===== config.mk =====
export PLATFORM = sky130hd
export DESIGN_NAME = rv32v_element_sequencer
export DESIGN_NICKNAME = d
export VERILOG_FILES = /design/src/rtl/rv32v_element_sequencer.sv
export SDC_FILE = /design/constraint.sdc
export NUM_CORES = 1
export LEC_CHECK = 0
export BUFFER_PORTS_ARGS = -buffer_cell sky130_fd_sc_hd__buf_2
export CELL_PAD_IN_SITES_DETAIL_PLACEMENT = 0
export CELL_PAD_IN_SITES_GLOBAL_PLACEMENT = 1
export CORE_MARGIN = 2
export CORE_UTILIZATION = 36
export DETAILED_ROUTE_END_ITERATION = 16
export HOLD_SLACK_MARGIN = 0.08
export PLACE_DENSITY_LB_ADDON = 0.2
export RECOVER_POWER = 100
export SYNTH_ARGS = -nofsm -noshare
export SYNTH_HDL_FRONTEND = slang
export SYNTH_SLANG_ARGS = --single-unit

===== constraint.sdc =====
create_clock -name CLK -period 4.2 [get_ports CLK]
set_input_delay 0.63 -clock CLK [delete_from_list [all_inputs] [get_ports CLK]]
set_output_delay 0.63 -clock CLK [all_outputs]
set_load 0.05 [all_outputs]

===== src/rtl/rv32v_element_sequencer.sv =====
// rv32v_element_sequencer: turns one vector op (vl/vstart/sew/lmul) into a stream of
// NUM_LANES-wide element beats carrying element index, register-group offset, byte
// offset and active flag. Single op in flight, valid/ready on the beat side.
// Optional feature macro RV32V_SEQ_MASK_EN: adds vm/v0_mask ports and masks the active flag.
module rv32v_element_sequencer #(
  parameter int NUM_LANES = 2,
  parameter int VLEN      = 128,
  parameter int VL_W      = 8
) (
  input  logic                                  CLK,
  input  logic                                  RST,
  input  logic                                  start,
  output logic                                  start_ready,
  input  logic [VL_W-1:0]                       vl,
  input  logic [VL_W-1:0]                       vstart,
  input  logic [2:0]                            sew,
  input  logic [2:0]                            lmul,
  input  logic                                  flush,
`ifdef RV32V_SEQ_MASK_EN
  input  logic                                  vm,
  input  logic [VLEN-1:0]                       v0_mask,
`endif
  output logic                                  out_valid,
  input  logic                                  out_ready,
  output logic [NUM_LANES*VL_W-1:0]             out_elem,
  output logic [NUM_LANES*3-1:0]                out_reg_off,
  output logic [NUM_LANES*$clog2(VLEN/8)-1:0]   out_byte_off,
  output logic [NUM_LANES-1:0]                  out_active,
  output logic                                  out_last,
  output logic                                  done,
  output logic                                  vl_err
);

  localparam int BOFF_W = $clog2(VLEN/8);  // byte offset bits within one register
  localparam int B_W    = VL_W + 1;        // one spare bit so base+NUM_LANES never wraps
  localparam int BA_W   = B_W + 2;         // byte address after a shift by up to SEW32

  typedef enum logic [1:0] {S_IDLE, S_RUN, S_DONE} state_t;

  state_t           state_q, state_d;
  logic [B_W-1:0]   base_q, end_q;
  logic [1:0]       sew_q;
  logic             vl_err_q;
  logic             launch, advance;

  logic [15:0]      vlmax_sew, vlmax;
  logic             sel_illegal, vl_over;
  logic [B_W-1:0]   end_calc;

`ifdef RV32V_SEQ_MASK_EN
  localparam int IDX_W = $clog2(VLEN);
  logic             vm_q;
  logic [VLEN-1:0]  v0_mask_q;
`endif

  // Decode the incoming op: VLMAX from sew/lmul, legality, and the clipped end index.
  always_comb begin
    // NOTE: every signal written in always_comb gets a default first, so no path leaves it
    // unassigned and no latch is inferred.
    vlmax_sew = 16'(VLEN) >> (4'd3 + {1'b0, sew});
    vlmax     = '0;
    unique case (lmul)
      3'd0:    vlmax = vlmax_sew;
      3'd1:    vlmax = vlmax_sew << 1;
      3'd2:    vlmax = vlmax_sew << 2;
      3'd3:    vlmax = vlmax_sew << 3;
      3'd5:    vlmax = vlmax_sew >> 3;
      3'd6:    vlmax = vlmax_sew >> 2;
      3'd7:    vlmax = vlmax_sew >> 1;
      default: vlmax = '0;
    endcase
    sel_illegal = (sew > 3'd2) || (lmul == 3'd4);
    vl_over     = 16'(vl) > vlmax;
    if (sel_illegal)  end_calc = '0;
    else if (vl_over) end_calc = B_W'(vlmax);
    else              end_calc = B_W'(vl);
  end

  // FSM next state and control outputs; flush overrides start and the beat handshake.
  always_comb begin
    state_d     = state_q;
    launch      = 1'b0;
    advance     = 1'b0;
    start_ready = (state_q == S_IDLE);
    out_valid   = (state_q == S_RUN);
    done        = (state_q == S_DONE);
    if (flush) begin
      state_d = S_IDLE;
    end else begin
      unique case (state_q)
        S_IDLE: if (start) begin
          launch  = 1'b1;
          state_d = (B_W'(vstart) < end_calc) ? S_RUN : S_DONE;
        end
        S_RUN: if (out_ready) begin
          advance = 1'b1;
          if (out_last) state_d = S_DONE;
        end
        S_DONE:  state_d = S_IDLE;
        default: state_d = S_IDLE;
      endcase
    end
  end

  // State register plus the per-op context latched at launch.
  always_ff @(posedge CLK) begin
    // NOTE: sequential state uses non-blocking assignments so every register samples
    // the values from before the edge, independent of statement order.
    if (RST) begin
      state_q  <= S_IDLE;
      base_q   <= '0;
      end_q    <= '0;
      sew_q    <= '0;
      vl_err_q <= 1'b0;
    end else begin
      state_q <= state_d;
      if (launch) begin
        base_q   <= B_W'(vstart);
        end_q    <= end_calc;
        sew_q    <= sew[1:0];
        vl_err_q <= sel_illegal || vl_over;
      end else if (advance) begin
        base_q <= base_q + B_W'(NUM_LANES);
      end
    end
  end

`ifdef RV32V_SEQ_MASK_EN
  // Mask context captured at launch.
  always_ff @(posedge CLK) begin
    // NOTE: the wide mask register has no reset; it is always loaded at launch before any
    // beat reads it, so resetting it would only add reset fan-out.
    if (launch) begin
      vm_q      <= vm;
      v0_mask_q <= v0_mask;
    end
  end
`endif

  assign vl_err = vl_err_q;

  // Per-lane beat contents, derived from the current base; inactive lanes carry zero offsets.
  always_comb begin
    logic [B_W-1:0]  lane_elem;
    logic [BA_W-1:0] lane_baddr;
    logic            lane_act;
    logic            running;
    running      = (state_q == S_RUN);
    out_elem     = '0;
    out_reg_off  = '0;
    out_byte_off = '0;
    out_active   = '0;
    lane_elem    = '0;
    lane_baddr   = '0;
    lane_act     = 1'b0;
    for (int i = 0; i < NUM_LANES; i++) begin
      lane_elem  = base_q + B_W'(i);
      lane_baddr = BA_W'(lane_elem) << sew_q;
`ifdef RV32V_SEQ_MASK_EN
      lane_act   = running && (lane_elem < end_q) && (vm_q || v0_mask_q[IDX_W'(lane_elem)]);
`else
      lane_act   = running && (lane_elem < end_q);
`endif
      if (running) out_elem[i*VL_W +: VL_W] = VL_W'(lane_elem);
      if (lane_act) begin
        out_active[i]                     = 1'b1;
        out_reg_off[i*3 +: 3]             = 3'(lane_baddr >> BOFF_W);
        out_byte_off[i*BOFF_W +: BOFF_W]  = BOFF_W'(lane_baddr);
      end
    end
    out_last = running && ((base_q + B_W'(NUM_LANES)) >= end_q);
  end

endmodule

# [Word-level counts from Yosys, hierarchy flattened]
# Cells that the tools add are included.
[totals] output_inout_bits=37 input_bits=27 word_cells=65 ff_bits=23
[classes] mux=24 n_eq_ne=12 n_reduce_logical=11 n_shift=3 order_cmp=6 addsub=3
[op_table] cell="16-bit case mux with 7 select lines" count=1
[op_table] cell="8-bit 2-to-1 mux" count=4
[op_table] cell="9-bit < comparator" count=2
[op_table] cell="9-bit 2-to-1 mux" count=2
[op_table] cell="9-bit by 2-bit left shift with 7-bit output" count=2
[op_table] cell="8-bit by 16-bit > comparator with 1-bit output" count=1
[op_table] cell="8-bit by 4-bit >> shifter with 16-bit output (first input constant)" count=1
[op_table] cell="3-bit equality test (second input constant)" count=4
[op_table] cell="9-bit by 1-bit adder with 9-bit output (second input constant)" count=1
[op_table] cell="9-bit by 2-bit adder with 9-bit output (second input constant)" count=1
[op_table] cell="9-bit >= comparator" count=1
[op_table] cell="8-bit by 9-bit < comparator with 1-bit output" count=1
[op_table] cell="1-bit 2-to-1 mux" count=8
[op_table] cell="2-bit 2-to-1 mux" count=4
[op_table] cell="4-bit 2-to-1 mux" count=2
[op_table] cell="3-bit by 2-bit equality test with 1-bit output (second input constant)" count=2
[op_table] cell="3-bit 2-to-1 mux" count=2
[op_table] cell="2-bit by 3-bit adder with 4-bit output (first input constant)" count=1
[op_table] cell="2-bit by 1-bit inequality test with 1-bit output (second input constant)" count=2
[op_table] cell="2-bit case mux with 2 select lines" count=1
[op_table] cell="2-bit OR reduction" count=2
[op_table] cell="3-bit by 1-bit equality test with 1-bit output (second input constant)" count=1
[op_table] cell="3-bit by 2-bit > comparator with 1-bit output (second input constant)" count=1
[op_table] cell="1-bit logical AND" count=3
[op_table] cell="other kinds (8)" count=9

# [Logic depth before layout (Yosys ltp)]
# Gate-level depths: netlist (run 1).
[logic_depth] ltp_word=10 ltp_mapped=20 depth_no_buf=19

# [Least setup slack after synthesis (run 1)]
# Ideal clock, no wire load.
[synth_path] path_kind="register -> output" from="reg base_q[1]" to="out out_byte_off[1]" path_stages_with_launch=9 slack_ns=-0.331 arrival_ns=3.901 path_cell_list="dfxtp_1 -> inv_1 -> ha_1 -> o21bai_1 -> a21o_1 -> a21oi_1 -> o21ai_0 -> a21o_1 -> a2111oi_0"
[synth_between] elab_chain_cells=3
[synth_rtl] item="from (decl)" line_no="41" text="logic [B_W-1:0] base_q, end_q;"
[synth_rtl] item="from (signal assigned)" line_no="118" text="base_q <= B_W'(vstart);"
[synth_rtl] item="from (signal assigned)" line_no="123" text="base_q <= base_q + B_W'(NUM_LANES);"
[synth_rtl] item="9-bit < comparator" line_no="162" text="lane_act = running && (lane_elem < end_q);"
[synth_rtl] item="1-bit logical AND" line_no="162"
[synth_rtl] item="4-bit 2-to-1 mux (*)" line_no="165" text="if (lane_act) begin"
[synth_rtl] item="to (decl)" line_no="27" text="output logic [NUM_LANES*$clog2(VLEN/8)-1:0] out_byte_off,"
# Every way passes the cells marked *; elsewhere a longest branch is shown, timed or not.

# [Worst setup path in the final report (run 1)]
[layout_path] from="in sew[1]" to="reg state_q[0]"
[layout_between] elab_chain_cells=10
[layout_rtl] item="from (decl)" line_no="16" text="input logic [2:0] sew,"
[layout_rtl] item="2-bit by 3-bit adder with 4-bit output" line_no="60" text="vlmax_sew = 16'(VLEN) >> (4'd3 + {1'b0, sew});"
[layout_rtl] item="8-bit by 4-bit >> shifter with 16-bit output" line_no="60"
[layout_rtl] item="16-bit case mux with 7 select lines" line_no="62" text="unique case (lmul)"
[layout_rtl] item="8-bit by 16-bit > comparator with 1-bit output" line_no="73" text="vl_over = 16'(vl) > vlmax;"
[layout_rtl] item="9-bit 2-to-1 mux" line_no="75" text="else if (vl_over) end_calc = B_W'(vlmax);"
[layout_rtl] item="9-bit 2-to-1 mux (*)" line_no="74" text="if (sel_illegal) end_calc = '0;"
[layout_rtl] item="8-bit by 9-bit < comparator with 1-bit output (*)" line_no="93" text="state_d = (B_W'(vstart) < end_calc) ? S_RUN : S_DONE;"
[layout_rtl] item="2-bit 2-to-1 mux (*)" line_no="93"
[layout_rtl] item="2-bit 2-to-1 mux (*)" line_no="91" text="S_IDLE: if (start) begin"
[layout_rtl] item="2-bit case mux with 2 select lines (*)" line_no="90" text="unique case (state_q)"
[layout_rtl] item="to (signal assigned)" line_no="116" text="state_q <= state_d;"
[layout_rtl] item="to (decl)" line_no="40" text="state_t state_q, state_d;"
# Every way passes the cells marked *; elsewhere a longest branch is shown, timed or not. The select of a mux whose other input is x is not followed.
# A chain may end at the register's enable or synchronous reset.

==> parameters.txt, run 1 <==
Parameter                              Value

Yosys
  FF+latch count, synth ... 22
  Share of synthesized area occupied by flip-flops and latches ... 15.2%
  Number of distinct library cells after synthesis ... 71
  Summed instance area of the synthesized netlist ... 0.00290 sq mm
  Number of flops mapped to enable cells by yosys ... 0
  Number of nets in the synthesized netlist ... 445
  Warning count from the yosys run ... 0
  Primary flip-flop cell chosen by synthesis mapping ... sky130_fd_sc_hd__dfxtp_1
  Leading post-synthesis cells by instance count ... sky130_fd_sc_hd__ha_1 (40), sky130_fd_sc_hd__nand2_1 (37), sky130_fd_sc_hd__nor2_1 (31), sky130_fd_sc_hd__a21oi_1 (28), sky130_fd_sc_hd__inv_1 (24)
  Area share of the largest cell type after synthesis ... between 10% and 20%
  Avg Inst Size Synth ... approximately 7.7 sq um
  Cell type with the largest total area after synthesis ... sky130_fd_sc_hd__ha_1
  Proportion of synthesized flip-flops having asynchronous set or reset ... 0%
  Number of instances in the synthesized netlist ... 378
  Most numerous cell in the Yosys netlist ... sky130_fd_sc_hd__ha_1
  Synth area leaders ... sky130_fd_sc_hd__ha_1 (17%), sky130_fd_sc_hd__dfxtp_1 (15%), sky130_fd_sc_hd__a21oi_1 (4.8%), sky130_fd_sc_hd__nand2_1 (4.8%), sky130_fd_sc_hd__nor2_1 (4.0%)

Critical path
  Critical path data required time ... between 4 and 5 ns
  Maximum fanout count along the critical path ... 9
  Category of the worst setup path capture point ... flop
  Largest stage delay on the critical path ... 0.36 ns
  Kind of launch point of the worst setup path ... primary input
  Largest delay share family, worst path ... compound AO/OA/AOI/OAI gates
  Data arrival time of the critical path ... between 4 and 5 ns
  Slowest cell on the critical path ... sky130_fd_sc_hd__a2111o_1
  Critical setup path kind ... primary input to flop
  Critical-path cell list ... buf_4 -> and3b_1 -> a21oi_2 -> o22ai_2 -> o2bb2ai_2 -> inv_1 -> ha_1 -> nor2b_2 -> o211ai_1 -> a211oi_4 -> nor2_4 -> mux2i_1 -> nand2b_1 -> ha_1 -> a21o_1 -> a211oi_2 -> o21ai_1 -> a21o_1 -> a2111o_1 -> a311oi_2
  Number of buffer and inverter instances along the worst setup path ... 2

Power
  Leakage Power ... between 1.5 and 2 nW
  Power density over the cells ... around 200 mW/mm^2
  Maximum vdd ir drop ... 207 uV
  Tot Pwr ... 0.738 mW

Floorplan
  Core Rows ... 32
  Die area ... around 0.009 sq mm
  Horizontal die dimension ... 93.7 um
  Vert. Die Dim ... ~94 um
  Number of placed I/O pins ... 64
  Core area ... 0.00777 sq mm
  Initial standard-cell utilization of the core ... ~37%

Placed design
  Post-Place Cell Area ... roughly 0.0036 sq mm
  Gp weighted congestion ... 0.838
  # port buffers ... 63
  Hpwl dp ... 7070 um
  Placed instance count ... 558

STA
  Count of final setup violators ... 0
  Setup repair after global routing missed its margin ... true
  Max Clock Freq ... 0.244 GHz
  Final Skew ... a little over 0.008 ns
  Fraction of the cycle the final worst path needs ... 97.4%
  Final critical path time including I/O delays and setup ... 4.09 ns
  Headroom to the max-slew limit ... 48.8%
  Actual slew at the worst max-slew pin ... 0.767 ns
  Total count of hold-check failures in the final report ... 0
  Max-slew violation total from the final report ... 0
  Smallest hold slack ... 0.486 ns

Status
  Result of the run ... complete, no violations

Layout
  Synth-to-Final Area Change ... 27.7%
  Multi-input gate area ... 0.00237 sq mm
  Non-filler instance count after layout ... 567
  # nets final ... 533
  Filler Cells Inserted ... a little over 800
  Layout cell share with drive strength beyond 1 ... 28.0%
  Post-Route Utilization ... 47.6%
  Final std cell area, no fill ... roughly 0.0037 sq mm
  Ant diodes ... 0
  Register area ... 440 sq um

Clocking
  Count of H-tree levels built during CTS ... 1
  TritonCTS clock tree ... done
  Clk Tree Root Cell ... sky130_fd_sc_hd__clkbuf_8
  Later-pin clock latency in the skew report ... 0.27 ns
  Clock Path Buffers ... 2
  Number of CTS-inserted buffers ... 3
  Clock input transition at the sequential cells of the worst setup and hold paths ... ~0.09 ns
  Total number of clock tree sinks ... 22

Global routing
  Maximum number of pins on one net before global-route repair ... 21
  Number of antenna violations at the first check in global routing ... 0
  Global route total overflow ... 0
  Wire length of the first global-routing pass ... between 10000 and 15000 um
  Global Route Usage Sum ... 20.2%
  Vias in the first global route ... 2962

Drt
  Violation count after the first detailed-route iteration ... 155
  Total Wirelength ... 8680 um
  Average via count per standard cell ... 5.37
  Post-route DRC ... 0
  Number of iterations in the first detailed-routing pass ... 5
  WL per Instance ... 15.3 um
  Post-detailed-route count of antenna-violating nets ... 0
  Vias ... 3046

Worst hold path
  Class of the worst hold path ... flop to flop

Job
  Max-cap violations ... 0
[state kept, by name (all words and copies together), names as in the netlist]
| register | flops |
|---|---|
| end_q | 8 |
| base_q | 9 |
| vl_err | 1 |
| state_q | 2 |
| sew_q | 2 |
[area by class of cell]
type / instances / share of cell area [%]
flip-flops and latches: 22 / 11.9
multi-input cells: 310 / 64.1
clock inverters: 1 / 0.811
inverters: 26 / 2.64
clock buffers: 3 / 1.12
repair buffers: 103 / 16.0
well taps: 102 / 3.45
[per-layer routing]
| layer | track usage (%) | part of all wire (%) |
|---|---|---|
| met1 | 28.7 | 49 |
| met2 | 34.2 | 46 |
| met3 | 2.81 | 4.6 |
| met4 | 0.966 | 0.20 |
| met5 | 0 | 0 |
[power by group]
group / internal [mW] / switching, mW / leakage, nW
sequential: 0.217 / 0.0169 / 0.179
clock: 0.127 / 0.0724 / 0.0357
combinational: 0.132 / 0.172 / 1.33
total: 0.476 / 0.262 / 1.54
[worst paths after layout]
| check | from | endpoint | slack, ns | depth (start not counted) |
|---|---|---|---|---|
| worst min register to register | end_q[5]$_SDFFE_PP0P_ | end_q[5]$_SDFFE_PP0P_ | 0.49 | 2 |
| worst max-delay path | sew[1] | state_q[0]$_SDFFE_PP0P_ | 0.11 | 20 |
| worst min-delay path | end_q[5]$_SDFFE_PP0P_ | end_q[5]$_SDFFE_PP0P_ | 0.49 | 2 |
| worst max register to register | base_q[3]$_SDFFE_PP0P_ | state_q[0]$_SDFFE_PP0P_ | 1.20 | 9 |
[worst reg2reg max path: stages, from the launching register on]
cell and delay, ns:
sky130_fd_sc_hd__dfxtp_1 0.56, sky130_fd_sc_hd__nand3_1 0.25, sky130_fd_sc_hd__nor2_1 0.20, sky130_fd_sc_hd__xor2_1 0.21, sky130_fd_sc_hd__ha_1 0.29, sky130_fd_sc_hd__a21oi_1 0.13, sky130_fd_sc_hd__nand2_1 0.07, sky130_fd_sc_hd__a2111oi_1 0.66
sky130_fd_sc_hd__a31oi_1 0.30, sky130_fd_sc_hd__a311oi_2 0.24
[what timing repair did]
action                     4_1_cts  5_1_grt
hold buffers                     0        0
hold endpoints to repair         0        0
gates resized for setup          0       14
buffers inserted                 0        5
setup endpoints to repair        0        4
[cells in the final DEF (no fill, tap or decap), drive strengths merged, types with 7 or more instances in the layout]
cell    count
buf        85
ha         40
nand2      37
nor2       33
a21oi      29
inv        24
dfxtp      22
clkbuf     21
nand2b     12
nor3       12
o21ai      12
xor2        9
a211oi      9
nand3       8
and2        8
o32ai       7
[cells by family after synthesis]
kind of cell             Yosys count  share of synthesized area [%]
multiplexers                      12                           5.57
flip-flops                        22                           15.2
XOR/XNOR                          14                           4.23
buffers and inverters             46                           6.99
AND/OR/NAND/NOR                  142                           25.8
AO/OA/AOI/OAI                    102                           24.9
adder cells (fa/ha/maj)           40                           17.3
[through the flow]
stage	setup slack [ns]	TNS [ns]
2_1_floorplan	-0.0186	-0.0186
3_3_place_gp	-0.0646	-0.0646
3_5_place_dp	-0.179	-0.179
4_1_cts	0.0678	0
5_1_grt	-0.179	-0.179
6_report	0.109	0
No activity file was read; power rests on OpenSTA's default activity.
==> run 2: changes to the inputs <==
--- a/config.mk
+++ b/config.mk
@@ -9,7 +9,7 @@
 export CELL_PAD_IN_SITES_DETAIL_PLACEMENT = 0
 export CELL_PAD_IN_SITES_GLOBAL_PLACEMENT = 1
 export CORE_MARGIN = 2
-export CORE_UTILIZATION = 36
+export CORE_UTILIZATION = 43
 export DETAILED_ROUTE_END_ITERATION = 16
 export HOLD_SLACK_MARGIN = 0.08
 export PLACE_DENSITY_LB_ADDON = 0.2
==> constraint.sdc (replaced) <==
create_clock -name CLK -period 5 [get_ports CLK]
set_input_delay 0.75 -clock CLK [delete_from_list [all_inputs] [get_ports CLK]]
set_output_delay 0.75 -clock CLK [all_outputs]
set_load 0.05 [all_outputs]
==> parameters.txt, run 2 (synthesis gave the netlist of run 1 again) <==
Parameter                              Value

Status
  Result of the run ... complete, no violations

STA
  Actual slew at the worst max-slew pin ... 0.931 ns (+0.163 ns)
  Fraction of the cycle the final worst path needs ... 91.9%
  Setup repair after global routing missed its margin ... false
  Max-slew violation total from the final report ... 0 (unchanged)
  Headroom to the max-slew limit ... 38.0% (-11 points)
  Max Clock Freq ... around 0.22 GHz
  Final critical path time including I/O delays and setup ... 4.59 ns
  Final Skew ... 0.0106 ns (+0.00241 ns)
  Fin Setup TNS ... 0 ns (unchanged)
  Total count of hold-check failures in the final report ... 0 (unchanged)
  Count of final setup violators ... 0 (unchanged)

Clocking
  Post-cts hold buffer count ... 0 (unchanged)
  TritonCTS clock tree ... done
  Number of CTS-inserted buffers ... 3 (unchanged)
  Count of H-tree levels built during CTS ... 1 (unchanged)
  Total number of clock tree sinks ... 22 (unchanged)
  Clock input transition at the sequential cells of the worst setup and hold paths ... 0.09 ns (about the same)
  Number of cells upsized or downsized after cts ... 0 (unchanged)
  Clk Tree Root Cell ... sky130_fd_sc_hd__clkbuf_8
  Post-CTS Repair Setup Buffers ... 0 (unchanged)
  Later-pin clock latency in the skew report ... 0.26 ns (about the same)
  Clock Path Buffers ... 2 (unchanged)

Layout
  Max FFs per register ... 9 (unchanged)
  Filler Cells Inserted ... 686 (-15%)
  Commonest non-fill, non-tap cell in the layout ... sky130_fd_sc_hd__ha_1
  Layout cell share with drive strength beyond 1 ... 13.5% (-14 points)
  Ant diodes ... 0 (unchanged)
  Post-Route Utilization ... 50.5% (+2.8 points)
  Register containing the most flip-flops in the final layout ... base_q
  Synth-to-Final Area Change ... 11.9%
  # nets final ... 497 (-6.8%)
  Registers with the most flip-flops ... base_q x9, end_q x8
  Multi-input gate area ... 0.00224 sq mm (-5.5%)
  Most frequent cells in the layout ... sky130_fd_sc_hd__ha_1 (40), sky130_fd_sc_hd__nand2_1 (37), sky130_fd_sc_hd__clkbuf_1 (36), sky130_fd_sc_hd__nor2_1 (31), sky130_fd_sc_hd__buf_2 (29)
  Register area ... 440 sq um (unchanged)

Placed design
  Gp weighted congestion ... 0.877 (+4.6%)
  # port buffers ... 63 (unchanged)
  Hpwl dp ... 6390 um (-9.7%)

Global routing
  Vias in the first global route ... 2708 (-8.6%)
  Wire length of the first global-routing pass ... 12900 um (-11%)
  Maximum number of pins on one net before global-route repair ... 22 (+4.8%)
  Number of antenna violations at the first check in global routing ... 0 (unchanged)
  Global route total overflow ... 0 (unchanged)
  Global Route Usage Sum ... 21.3% (+1.1 points)

Critical path
  Category of the worst setup path capture point ... flop
  Setup slack of the worst register-to-register path ... 1.98 ns (+0.78 ns)
  Slowest cell on the critical path ... sky130_fd_sc_hd__or3b_1
  Number of buffer and inverter instances along the worst setup path ... 1 (-1)
  Endpoint of the worst register-to-register path ... state_q[0]$_SDFFE_PP0P_
  CP startpoint ... sew[1]
  Maximum fanout count along the critical path ... 12 (+3)
  Largest delay share family, worst path ... simple AND/OR/NAND/NOR gates
  Critical setup path kind ... primary input to flop
  Critical-path cell list ... buf_2 -> or3b_1 -> or3_1 -> ha_1 -> nand4_4 -> nor2_4 -> nor2b_1 -> nor2_2 -> mux2i_1 -> nand2b_1 -> ha_1 -> a21o_1 -> a211oi_2 -> o21ai_0 -> a21o_1 -> a2111o_1 -> a311oi_2
  Path length in cells of the critical path ... 17 (-15%)
  Critical path data required time ... 5.19 ns (+0.81 ns)
  Crit path to ... state_q[0]$_SDFFE_PP0P_
  Largest stage delay on the critical path ... 0.40 ns (+0.04 ns)
  Kind of launch point of the worst setup path ... primary input
  RR Startpoint ... base_q[2]$_SDFFE_PP0P_
  Depth of the worst register-to-register path ... 8 (-1)
  Data arrival time of the critical path ... 4.78 ns (+0.51 ns)

Floorplan
  Initial standard-cell utilization of the core ... 45.1% (+7.8 points)
  Core area ... 0.00642 sq mm (-17%)
  Vert. Die Dim ... 86.1 um (-8.1%)
  Core Rows ... 29 (-9.4%)
  Number of placed I/O pins ... 64 (unchanged)
  Horizontal die dimension ... 86.1 um (-8.1%)
  Die area ... 0.00741 sq mm (-16%)

Drt
  Post-route DRC ... 0 (unchanged)
  WL per Instance ... 15.6 um (+2.1%)
  Violation count after the first detailed-route iteration ... 104 (-33%)
  Total Wirelength ... 7910 um (-8.9%)
  Vias ... 2851 (-6.4%)
  Average via count per standard cell ... 5.63 (+4.9%)
  Post-detailed-route count of antenna-violating nets ... 0 (unchanged)
  Number of iterations in the first detailed-routing pass ... 4 (-1)

Power
  Portion of total power attributed to combinational logic ... 36.7% (-4.6 points)
  Power density over the cells ... 177 mW/mm^2 (-11%)
  Maximum vdd ir drop ... 95.8 uV (-54%)
  Sequential fraction of design power ... 34.4% (+2.8 points)
  Leakage Power ... 1.26 nW (-19%)
  Internal power ... 0.370 mW (-22%)
  Switching power as a share of total power ... 35.5% (about the same)
  Proportion of power drawn by the clock network ... 28.8% (+1.7 points)
  Switching component of the power ... 0.203 mW (-22%)

Worst hold path
  Class of the worst hold path ... flop to flop
  Cell depth of the worst min-delay path ... 2 (unchanged)

Job
  Max-cap violations ... 0 (unchanged)
[run 2: layout make-up]
cell class / instances / area share [%]
clock buffer: 3 / 1.27
clock inverter: 1 / 0.926
inverter: 26 / 3.01
multi-input combinational: 310 / 69.1
sequential: 22 / 13.6
tap: 77 / 2.97
timing repair buffer: 67 / 9.10
[run 2: worst min path at each step]
stage | endpoint | from | slack [ns]
6_report | end_q[4]$_SDFFE_PP0P_ | end_q[4]$_SDFFE_PP0P_ | 0.48
3_5_place_dp | end_q[6]$_SDFFE_PP0P_ | end_q[6]$_SDFFE_PP0P_ | 0.47
2_1_floorplan | end_q[3]$_SDFFE_PP0P_ | end_q[3]$_SDFFE_PP0P_ | 0.45
3_3_place_gp | end_q[6]$_SDFFE_PP0P_ | end_q[6]$_SDFFE_PP0P_ | 0.47
5_1_grt | end_q[6]$_SDFFE_PP0P_ | end_q[6]$_SDFFE_PP0P_ | 0.53
4_1_cts | end_q[4]$_SDFFE_PP0P_ | end_q[4]$_SDFFE_PP0P_ | 0.48
[run 2: worst register-to-register path, delay by kind of cell (launching register included)]
kind / cells / cell delay, ns
simple gates: 2 / 0.48
flops: 1 / 0.55
xor+xnor: 1 / 0.23
fa+ha+maj: 2 / 0.63
compound gates: 3 / 1.06
[run 2: through the flow]
step | total power [mW] | worst slack [ns] | area [sq um] | std cells | hold slack [ns]
2_1_floorplan | 0.357 | 0.349 | 2900 | 378 | 0.452
4_1_cts | 0.579 | 0.451 | 3310 | 506 | 0.483
3_5_place_dp | 0.414 | 0.174 | 3240 | 502 | 0.467
5_1_grt | 0.610 | 0.0732 | 3240 | 506 | 0.530
3_3_place_gp | 0.413 | 0.264 | 3240 | 502 | 0.468
6_report | 0.573 | 0.407 | 3240 | 506 | 0.480
[run 2: metal layers]
layer | vias to the layer above | global-route usage (%) | wire length (um)
met5 | - | 0 | 0
met4 | 0 | 5.63 | 91
met3 | 8 | 0.770 | 271
met2 | 60 | 37.0 | 3750
met1 | 1309 | 28.9 | 3800
li1 | 1474 | - | -
[run 2: power groups by stage]
stage / Sequential [mW] / Combinational (mW) / Clock, mW
4_1_cts: 0.197 / 0.214 / 0.168
3_3_place_gp: 0.201 / 0.212 / 0
2_1_floorplan: 0.193 / 0.164 / 0
5_1_grt: 0.199 / 0.235 / 0.175
3_5_place_dp: 0.201 / 0.213 / 0
6_report: 0.197 / 0.211 / 0.165
==> run 3: changes to the inputs <==
--- a/config.mk
+++ b/config.mk
@@ -5,12 +5,12 @@
 export SDC_FILE = /design/constraint.sdc
 export NUM_CORES = 1
 export LEC_CHECK = 0
-export BUFFER_PORTS_ARGS = -buffer_cell sky130_fd_sc_hd__buf_2
 export CELL_PAD_IN_SITES_DETAIL_PLACEMENT = 0
 export CELL_PAD_IN_SITES_GLOBAL_PLACEMENT = 1
 export CORE_MARGIN = 2
-export CORE_UTILIZATION = 43
+export CORE_UTILIZATION = 50
 export DETAILED_ROUTE_END_ITERATION = 16
+export DONT_BUFFER_PORTS = 1
 export HOLD_SLACK_MARGIN = 0.08
 export PLACE_DENSITY_LB_ADDON = 0.2
 export RECOVER_POWER = 100
==> constraint.sdc (replaced) <==
create_clock -name CLK -period 5.9 [get_ports CLK]
set_input_delay 0.885 -clock CLK [delete_from_list [all_inputs] [get_ports CLK]]
set_output_delay 0.885 -clock CLK [all_outputs]
set_load 0.05 [all_outputs]
==> parameters.txt, run 3 (synthesis gave the netlist of run 1 again) <==
Parameter                              Value

Global routing
  Met3 Resource Use GR ... 4.38% (+3.6 points)
  Global Route Usage Sum ... 24.1% (+2.8 points)
  Met2 track utilization from global routing ... 40.9% (+3.9 points)
  Fraction of met1 tracks used by global routing ... 31.0% (+2.1 points)
  Number of antenna violations at the first check in global routing ... 0 (unchanged)
  Maximum number of pins on one net before global-route repair ... 22 (unchanged)
  Busiest layer in global routing ... met2
  Global route total overflow ... 0 (unchanged)
  Wire length of the first global-routing pass ... 12400 um (-3.9%)
  Vias in the first global route ... 2512 (-7.2%)

Critical path
  Critical setup path kind ... flop to primary output
  Category of the worst setup path capture point ... primary output
  Data arrival time of the critical path ... 4.19 ns (-0.59 ns)
  Maximum fanout count along the critical path ... 13 (+1)
  Kind of launch point of the worst setup path ... flop
  Critical path data required time ... 5.02 ns (-0.17 ns)

Layout
  Registers with the most flip-flops ... base_q x9, end_q x8
  # nets final ... 439 (-12%)
  Most frequent cells in the layout ... sky130_fd_sc_hd__ha_1 (40), sky130_fd_sc_hd__nand2_1 (37), sky130_fd_sc_hd__nor2_1 (33), sky130_fd_sc_hd__a21oi_1 (28), sky130_fd_sc_hd__inv_1 (24)
  Non-filler instance count after layout ... 443 (-12%)
  Ant diodes ... 0 (unchanged)
  Register containing the most flip-flops in the final layout ... base_q
  Filler Cells Inserted ... 557 (-19%)
  Layout cell share with drive strength beyond 1 ... 7.01% (-6.5 points)
  Max FFs per register ... 9 (unchanged)
  Synth-to-Final Area Change ... 2.63%
  Commonest non-fill, non-tap cell in the layout ... sky130_fd_sc_hd__ha_1

STA
  Headroom to the max-slew limit ... -21.4% (-59 points)
  Final critical path time including I/O delays and setup ... 5.07 ns
  Final Skew ... 0.00435 ns (-0.00624 ns)
  Setup repair after global routing missed its margin ... false
  Fin Setup TNS ... 0 ns (unchanged)
  Total count of hold-check failures in the final report ... 0 (unchanged)
  Count of final setup violators ... 0 (unchanged)
  Max-slew violation total from the final report ... 5 (+5)
  Fraction of the cycle the final worst path needs ... 86.0%
  Max Clock Freq ... roughly 0.2 GHz
  Actual slew at the worst max-slew pin ... 1.81 ns (+0.878 ns)

Floorplan
  Core Rows ... 27 (-6.9%)
  Horizontal die dimension ... 80.1 um (-6.9%)
  Vert. Die Dim ... 80.1 um (-6.9%)
  Core area ... 0.00554 sq mm (-14%)
  Initial standard-cell utilization of the core ... 52.3% (+7.2 points)
  Die area ... 0.00642 sq mm (-13%)
  Number of placed I/O pins ... 64 (unchanged)

Clocking
  Number of CTS-inserted buffers ... 3 (unchanged)
  Post-CTS Repair Setup Buffers ... 0 (unchanged)
  TritonCTS clock tree ... done
  Clk Tree Root Cell ... sky130_fd_sc_hd__clkbuf_8
  Clock Path Buffers ... 2 (unchanged)
  Post-cts hold buffer count ... 0 (unchanged)
  Clock input transition at the sequential cells of the worst setup and hold paths ... 0.08 ns (about the same)
  Number of cells upsized or downsized after cts ... 0 (unchanged)
  Total number of clock tree sinks ... 22 (unchanged)
  Later-pin clock latency in the skew report ... 0.26 ns (about the same)
  Count of H-tree levels built during CTS ... 1 (unchanged)

Placed design
  Placed instance count ... 439 (-13%)
  # port buffers ... 0 (-100%)
  Gp weighted congestion ... 0.895 (+2.0%)
  Hpwl dp ... 6150 um (-3.7%)

Power
  Switching power as a share of total power ... 34.4% (-1.0 points)
  Proportion of power drawn by the clock network ... 30.5% (+1.7 points)
  Maximum vdd ir drop ... 91.0 uV (-5.1%)
  Portion of total power attributed to combinational logic ... 32.8% (-3.9 points)
  Leakage Power ... 1.09 nW (-13%)
  Power density over the cells ... 156 mW/mm^2 (-12%)
  Switching component of the power ... 0.160 mW (-21%)
  Sequential fraction of design power ... 36.7% (+2.3 points)
  Internal power ... 0.305 mW (-18%)

Job
  Max-cap violations ... 5 (+5)

Drt
  WL per Instance ... 17.2 um (+10%)
  Total Wirelength ... 7640 um (-3.4%)
  Post-detailed-route count of antenna-violating nets ... 0 (unchanged)
  Number of iterations in the first detailed-routing pass ... 4 (unchanged)
  Violation count after the first detailed-route iteration ... 115 (+11%)
  Post-route DRC ... 0 (unchanged)
  Vias ... 2710 (-4.9%)
  Average via count per standard cell ... 6.12 (+8.6%)

Status
  Result of the run ... finished with violations
  Violated checks ... capacitance limit, slew limit

Worst hold path
  Class of the worst hold path ... flop to flop
==> run 3: cell count changes in the layout (fill, tap and decap cells not counted), sizes merged <==
cell    delta
buf       -30
clkbuf    -28
==> run 3: through the flow <==
| step | hold WS, ns | power [mW] | util [%] | cell area (sq um) | worst slack, ns |
|---|---|---|---|---|---|
| after CTS | 0.486 | 0.473 | 55.4 | 3070 | 1.26 |
| after global routing | 0.494 | 0.496 | 53.7 | 2980 | 0.534 |
| after detailed placement | 0.471 | 0.331 | 54.1 | 3000 | 1.11 |
| after global placement | 0.465 | 0.329 | 54.1 | 3000 | 1.23 |
| final | 0.489 | 0.464 | 53.7 | 2980 | 0.828 |
| after floorplan | 0.452 | 0.303 | - | 2900 | 1.11 |
==> run 3: worst paths after layout <==
check,start,to,slack (ns),cells after the start
max,base_q[0]$_SDFFE_PP0P_,out_byte_off[7],0.83,10
min,end_q[5]$_SDFFE_PP0P_,end_q[5]$_SDFFE_PP0P_,0.49,2
max reg2reg,base_q[2]$_SDFFE_PP0P_,state_q[0]$_SDFFE_PP0P_,2.98,9
min reg2reg,end_q[5]$_SDFFE_PP0P_,end_q[5]$_SDFFE_PP0P_,0.49,2
==> run 3: cell type report <==
cell class,instances,area [sq um],share of cell area [%]
well taps,72,90.1,3.03
multi-input cells,310,2240,75.2
clock inverters,1,30.0,1.01
inverters,26,97.6,3.28
clock buffers,3,41.3,1.39
repair buffers,9,37.5,1.26
flip-flops and latches,22,440,14.8
==> run 3: per-layer routing <==
layer | vias up | routed length, um
met5 | - | 0
met4 | 0 | 167
met3 | 16 | 424
met2 | 67 | 3600
met1 | 1262 | 3440
li1 | 1365 | -
==> run 3: critical path, cell delays in order (launching register included) <==
cell and delay [ns]:
sky130_fd_sc_hd__dfxtp_1 0.63, sky130_fd_sc_hd__ha_1 0.28, sky130_fd_sc_hd__nand3_1 0.18, sky130_fd_sc_hd__nor2_1 0.19, sky130_fd_sc_hd__xnor2_1 0.20, sky130_fd_sc_hd__inv_1 0.09, sky130_fd_sc_hd__ha_1 0.30, sky130_fd_sc_hd__a21o_1 0.17
sky130_fd_sc_hd__a211oi_1 0.22, sky130_fd_sc_hd__nand3_1 0.31, sky130_fd_sc_hd__a211oi_1 1.35
==> run 3: power groups by stage <==
stage	Sequential [mW]	Combinational, mW	Clock (mW)
floorplan	0.163	0.139	0
global placement	0.174	0.156	0
detailed placement	0.174	0.157	0
CTS	0.171	0.158	0.145
global route	0.173	0.171	0.152
finish	0.171	0.152	0.142
